--- config.mk ---
export PLATFORM = sky130hd
export DESIGN_NAME = bft_leaf_injector
export DESIGN_NICKNAME = d
export VERILOG_FILES = /design/src/rtl/bft_pkg.sv /design/src/rtl/bft_rr_pick.sv /design/src/rtl/bft_leaf_injector.sv
export SDC_FILE = /design/constraint.sdc
export NUM_CORES = 1
export LEC_CHECK = 0
export CAP_MARGIN = 20
export CORE_ASPECT_RATIO = 0.6
export CORE_MARGIN = 2
export CORE_UTILIZATION = 37
export CTS_CLUSTER_DIAMETER = 120
export CTS_CLUSTER_SIZE = 12
export DETAILED_ROUTE_END_ITERATION = 8
export PLACE_DENSITY_LB_ADDON = 0.1
export RECOVER_POWER = 100
export SYNTH_ARGS = -nofsm -noshare
export SYNTH_HDL_FRONTEND = slang
export SYNTH_SLANG_ARGS = --single-unit
export TNS_END_PERCENT = 50
--- constraint.sdc ---
create_clock -name clk -period 2.5 [get_ports clk]
set_input_delay 0.5 -clock clk [delete_from_list [all_inputs] [get_ports clk]]
set_output_delay 0.5 -clock clk [all_outputs]
set_load 0.005 [all_outputs]
--- src/rtl/bft_pkg.sv ---
// Shared definitions for the BFT pi/t leaf logic: link direction codes and
// the leaf injector state encoding.
package bft_pkg;

   // Switch port direction codes; UPL/UPR alias the two up-link halves.
   localparam logic [1:0] VOID  = 2'b00;
   localparam logic [1:0] LEFT  = 2'b01;
   localparam logic [1:0] RIGHT = 2'b10;
   localparam logic [1:0] UP    = 2'b11;
   localparam logic [1:0] UPL   = 2'b11;
   localparam logic [1:0] UPR   = 2'b00;

   typedef enum logic {
      IDLE  = 1'b0,
      BURST = 1'b1
   } inj_state_t;

endpackage

--- src/rtl/bft_rr_pick.sv ---
// Rotating-priority encoder: returns the first asserted request at or after
// i_ptr, searching cyclically, plus an any-request flag.
module bft_rr_pick #(
   parameter int unsigned N     = 4,
   parameter int unsigned PTR_W = 2
) (
   input  logic [N-1:0]     i_req,
   input  logic [PTR_W-1:0] i_ptr,
   output logic [PTR_W-1:0] o_idx_c,
   output logic             o_any_req_c
);

   logic [PTR_W-1:0] w_cand;
   int               w_pos;

   // Walk from the farthest slot back to i_ptr so the closest request wins.
   always_comb begin
      o_idx_c     = '0;
      o_any_req_c = 1'b0;
      w_cand      = '0;
      w_pos       = 0;
      for (int k = int'(N) - 1; k >= 0; k--) begin
         w_pos = int'(i_ptr) + k;
         if (w_pos >= int'(N)) w_pos = w_pos - int'(N);
         w_cand = PTR_W'(w_pos);
         if (i_req[w_cand]) begin
            o_idx_c     = w_cand;
            o_any_req_c = 1'b1;
         end
      end
   end

endmodule

--- src/rtl/bft_leaf_injector.sv ---
// Leaf-port injector for the deflection-routed BFT: grants one local source at
// a time (round robin, bounded burst) into free switch slots.
// Optional statistics counters are enabled with BFT_INJECT_STATS_EN.
module bft_leaf_injector
   import bft_pkg::*;
#(
   parameter int unsigned NUM_SRC   = 4,
   parameter int unsigned PKT_W     = 49,
   parameter int unsigned BURST_MAX = 4,
   parameter int unsigned CNT_W     = 16
) (
   input  logic                     clk,
   input  logic                     reset,
   input  logic [NUM_SRC-1:0]       src_valid,
   input  logic [NUM_SRC*PKT_W-1:0] src_data,
   output logic [NUM_SRC-1:0]       src_ready,
   input  logic                     net_slot_free,
   output logic                     out_valid,
   output logic [PKT_W-1:0]         out_pkt,
   output logic                     busy
`ifdef BFT_INJECT_STATS_EN
   ,
   output logic [NUM_SRC*CNT_W-1:0] inj_count,
   output logic [CNT_W-1:0]         stall_count
`endif
);

   localparam int unsigned PTR_W = (NUM_SRC > 1) ? $clog2(NUM_SRC) : 1;
   localparam int unsigned BC_W  = $clog2(BURST_MAX + 1);

   inj_state_t       r_state;
   logic [PTR_W-1:0] r_owner;
   logic [PTR_W-1:0] r_rr_ptr;
   logic [BC_W-1:0]  r_burst_cnt;

   logic [PTR_W-1:0] w_pick;
   logic             w_any_req;
   logic [PTR_W-1:0] w_next_ptr;
   logic [PKT_W-1:0] w_owner_data;
   logic             w_owner_valid;
   logic             w_in_burst;
   logic             w_xfer;
   logic             w_last_beat;

   bft_rr_pick #(
      .N     (NUM_SRC),
      .PTR_W (PTR_W)
   ) u_pick (
      .i_req       (src_valid),
      .i_ptr       (r_rr_ptr),
      .o_idx_c     (w_pick),
      .o_any_req_c (w_any_req)
   );

   // Reset gates the grant so no source sees ready while reset is asserted.
   assign w_in_burst  = (r_state == BURST) && !reset;
   assign w_next_ptr  = (r_owner == PTR_W'(NUM_SRC - 1)) ? '0 : r_owner + 1'b1;
   assign w_xfer      = w_in_burst && net_slot_free && w_owner_valid;
   assign w_last_beat = (r_burst_cnt == BC_W'(BURST_MAX - 1));
   assign busy        = (r_state == BURST);

   // Owner mux and one-hot ready; ready never looks at src_valid.
   always_comb begin
      w_owner_data  = '0;
      w_owner_valid = 1'b0;
      src_ready     = '0;
      for (int i = 0; i < int'(NUM_SRC); i++) begin
         if (r_owner == PTR_W'(i)) begin
            w_owner_data  = src_data[i*PKT_W +: PKT_W];
            w_owner_valid = src_valid[i];
            src_ready[i]  = w_in_burst && net_slot_free;
         end
      end
   end

   // Grant FSM with registered injection output.
   always_ff @(posedge clk) begin
      if (reset) begin
         r_state     <= IDLE;
         r_owner     <= '0;
         r_rr_ptr    <= '0;
         r_burst_cnt <= '0;
         out_valid   <= 1'b0;
         out_pkt     <= '0;
      end else begin
         out_valid <= w_xfer;
         if (w_xfer) out_pkt <= w_owner_data;

         case (r_state)
            IDLE: begin
               if (w_any_req) begin
                  r_owner     <= w_pick;
                  r_burst_cnt <= '0;
                  r_state     <= BURST;
               end
            end
            BURST: begin
               if (!w_owner_valid) begin
                  r_state  <= IDLE;
                  r_rr_ptr <= w_next_ptr;
               end else if (w_xfer) begin
                  r_burst_cnt <= r_burst_cnt + 1'b1;
                  if (w_last_beat) begin
                     r_state  <= IDLE;
                     r_rr_ptr <= w_next_ptr;
                  end
               end
            end
            default: r_state <= IDLE;
         endcase
      end
   end

`ifdef BFT_INJECT_STATS_EN
   logic [CNT_W-1:0] r_inj_cnt [NUM_SRC];
   logic [CNT_W-1:0] r_stall_cnt;
   logic             w_stall;

   assign w_stall = w_in_burst && w_owner_valid && !net_slot_free;

   // Saturating per-source accept counters and a shared stall counter.
   always_ff @(posedge clk) begin
      if (reset) begin
         for (int i = 0; i < int'(NUM_SRC); i++) r_inj_cnt[i] <= '0;
         r_stall_cnt <= '0;
      end else begin
         for (int i = 0; i < int'(NUM_SRC); i++) begin
            if (w_xfer && (r_owner == PTR_W'(i)) && (r_inj_cnt[i] != '1))
               r_inj_cnt[i] <= r_inj_cnt[i] + 1'b1;
         end
         if (w_stall && (r_stall_cnt != '1))
            r_stall_cnt <= r_stall_cnt + 1'b1;
      end
   end

   always_comb begin
      inj_count = '0;
      for (int i = 0; i < int'(NUM_SRC); i++)
         inj_count[i*CNT_W +: CNT_W] = r_inj_cnt[i];
   end

   assign stall_count = r_stall_cnt;
`endif

endmodule

==> impl_metrics.json <==
{
  "clock-sinks": 58,
  "cp.required_ps": 2000,
  "coreArea_sq_mm": 0.0106,
  "insertion_delay_ps": 330,
  "cp.arrival_ps": 1910,
  "drive_gt1_frac": 0.0596,
  "synthCells": 460,
  "initial_core_util": 0.379,
  "vias_per_cell": 5.20,
  "nets": 909,
  "setup_ws_ps": 92.8,
  "area_growth_pct": 74.3,
  "ant_nets": 0,
  "postCtsSetupBuffers": 0,
  "grt_pass1_wl_um": 22800,
  "cp_num_buf_inv": 2,
  "drc": 0,
  "diodes": 0,
  "timing.hold.ws_ps": 449,
  "synth-async-reset-ratio": 0,
  "period_share": 0.963,
  "crit_path_frequent_cell": "clkdlybuf4s50_1",
  "holdPathStages": 2,
  "ys_ff_latch": 58,
  "placed_cell_area_sq_mm": 0.00666,
  "ios": 258,
  "place_inst": 828,
  "instances_no_fill": 844,
  "port_buffers": 257,
  "hold_path.class": "flip-flop to flip-flop",
  "avgSynthCellArea_sq_um": 8.69,
  "antenna_found_initial": 0,
  "hpwl_um": 10500,
  "grt_usage": 0.241,
  "p_per_area_mw_per_mm2": 480,
  "die_h_um": 84.5,
  "row_count": 29,
  "fin_tns_setup_ps": 0,
  "cts_tree": "done",
  "slew_violations": 0,
  "globalRouteOverflowTotal": 0,
  "crit_fanout": 5,
  "cpLargestDelayFamily": "buffers and inverters",
  "cp_slowest_cell": "clkdlybuf4s50_1",
  "postLayoutCellArea_sq_mm": 0.00697,
  "yosysSeqAreaShare": 0.290,
  "cpPeakStageDelay_ps": 500,
  "rsz0062_at_grt": "no",
  "path_cells": "clkdlybuf4s50_1 > nor3b_4 > and2_1 > clkdlybuf4s50_1",
  "die-area_sq_mm": 0.0117,
  "cap_violations": 0,
  "fmax_mhz": 415,
  "gp_congestion": 0.835,
  "first_global_vias": 4467,
  "wirelength_um": 14300,
  "fin_crit_ps": 2410,
  "dr.first_iter.drc_count": 223,
  "r2r_slack_ps": 210,
  "leakage_nw": 2.89,
  "synth_cell_types": 37,
  "slew_headroom": 0.298,
  "via_count": 4389,
  "syn_area_sq_mm": 0.00400,
  "worstRegToRegCells": 7,
  "grt_max_degree": 61,
  "ir_drop_mv": 0.390,
  "wl_per_cell_um": 17.0,
  "pre_cts_ws_ps": 56.4,
  "finalSetupViolCount": 0,
  "die_x_um": 138,
  "startpoint_type": "input port",
  "cts_root_buffer": "clkbuf_16",
  "cts.clk_slew.worst_paths_ps": 50,
  "outcome": "finished, final reports clean",
  "crit_type": "input port to output pin",
  "cts_hold_buffers": 0,
  "h-tree-depth": 3,
  "ys_warn_count": 0,
  "critPathCaptureType": "output pin",
  "hold_violations": 0,
  "synth_top_flop_cell": "dfxtp_1",
  "numCtsBuffers": 9,
  "synthesis.nets": 669,
  "cp_num_cells": 4,
  "dr.pass1.iters": 6,
  "clockBufferDepth": 2,
  "synth_edf_count": 0,
  "worstMarginPinSlew_ps": 1050,
  "finClkSkew_ps": 4.02
}
## metrics by stage
step	utilization	total power [mW]
after global placement	0.631	2.14
after floorplan	-	1.60
after CTS	0.660	3.39
after detailed placement	0.631	2.16
after global routing	0.660	3.52
final	0.660	3.34
## placed cells by master, fill, tap and decap left out, drive strengths merged, types with 2 or more instances in the layout
cell,count
mux2i,53
o221ai,2
a221o,48
clkbuf,16
a211oi,2
nor2b,2
buf,16
o21ai,6
a22oi,49
nor2,5
inv,56
a21oi,55
clkdlybuf4s50,204
dfxtp,58
ha,6
nand2,7
and2,4
nand2b,53
dlygate4sd3,52
## final timing paths
| check | start | end |
|---|---|---|
| min reg2reg | r_burst_cnt[2]$_SDFFE_PP0P_ | r_burst_cnt[2]$_SDFFE_PP0P_ |
| min | r_burst_cnt[2]$_SDFFE_PP0P_ | r_burst_cnt[2]$_SDFFE_PP0P_ |
| max | net_slot_free | src_ready[3] |
| max reg2reg | r_owner[0]$_SDFFE_PP0P_ | out_pkt[34]$_SDFFE_PP0P_ |
## tightest hold or removal path: stages, from the launching register on
cell and delay (ps):
dfxtp_1 300, nand2_1 50, o21ai_1 50
## cell families after synthesis
logic type | Yosys count | share of synthesized area
compound gates | 166 | 0.315
buf+inv | 100 | 0.123
simple gates | 76 | 0.117
flops | 58 | 0.290
mux | 54 | 0.135
fa+ha+maj | 6 | 0.0188
## what timing repair did
| item | in CTS | in global routing |
|---|---|---|
| hold endpoints to repair | 0 | 0 |
| endpoints found under the setup margin | 1 | 13 |
| gates resized for setup | 1 | 4 |
## metal layers
| layer | GRT usage | part of all wire | wire length, um | up-vias |
|---|---|---|---|---|
| li1 | - | - | - | 2158 |
| met1 | 0.292 | 0.43 | 6130 | 2050 |
| met2 | 0.413 | 0.48 | 6860 | 164 |
| met3 | 0.0850 | 0.081 | 1160 | 17 |
| met4 | 0.0631 | 0.014 | 201 | 0 |
| met5 | 0 | 0 | 0 | - |
## where the power goes
group	internal (mW)	switching, mW	total (mW)
logic	0.665	0.451	1.12
registers	0.981	0.0346	1.02
clock network	0.804	0.410	1.21
total	2.45	0.895	3.34
## cell usage after synthesis, types with 2 or more instances
library cell / n / area share
dfxtp_1: 58 / 0.29
and2_1: 4 / 0.0063
a21oi_1: 54 / 0.068
buf_2: 6 / 0.0075
clkbuf_1: 29 / 0.027
nand2_1: 7 / 0.0066
ha_1: 6 / 0.019
nand2b_1: 53 / 0.083
a22oi_1: 49 / 0.092
o21ai_0: 3 / 0.0038
buf_12: 5 / 0.025
o221ai_1: 2 / 0.0044
a221o_1: 48 / 0.12
buf_6: 2 / 0.0056
nor2_1: 5 / 0.0047
o21ai_1: 2 / 0.0025
mux2i_1: 53 / 0.13
inv_1: 55 / 0.052
## area by class of cell
class | instances | area [sq um]
clock buffer | 15 | 298
clock inverter | 1 | 5.00
fill | 839 | 3590
inverter | 56 | 218
multi-input combinational | 302 | 2380
sequential | 58 | 1160
tap | 139 | 174
timing repair buffer | 273 | 2730
## registers in the layout, summed over array words and instances, names as in the netlist
signal,cells
out_pkt,49
r_burst_cnt,3
r_owner,2
r_rr_ptr,2
busy,1
out_valid,1
(Power assumes the default switching activity.)
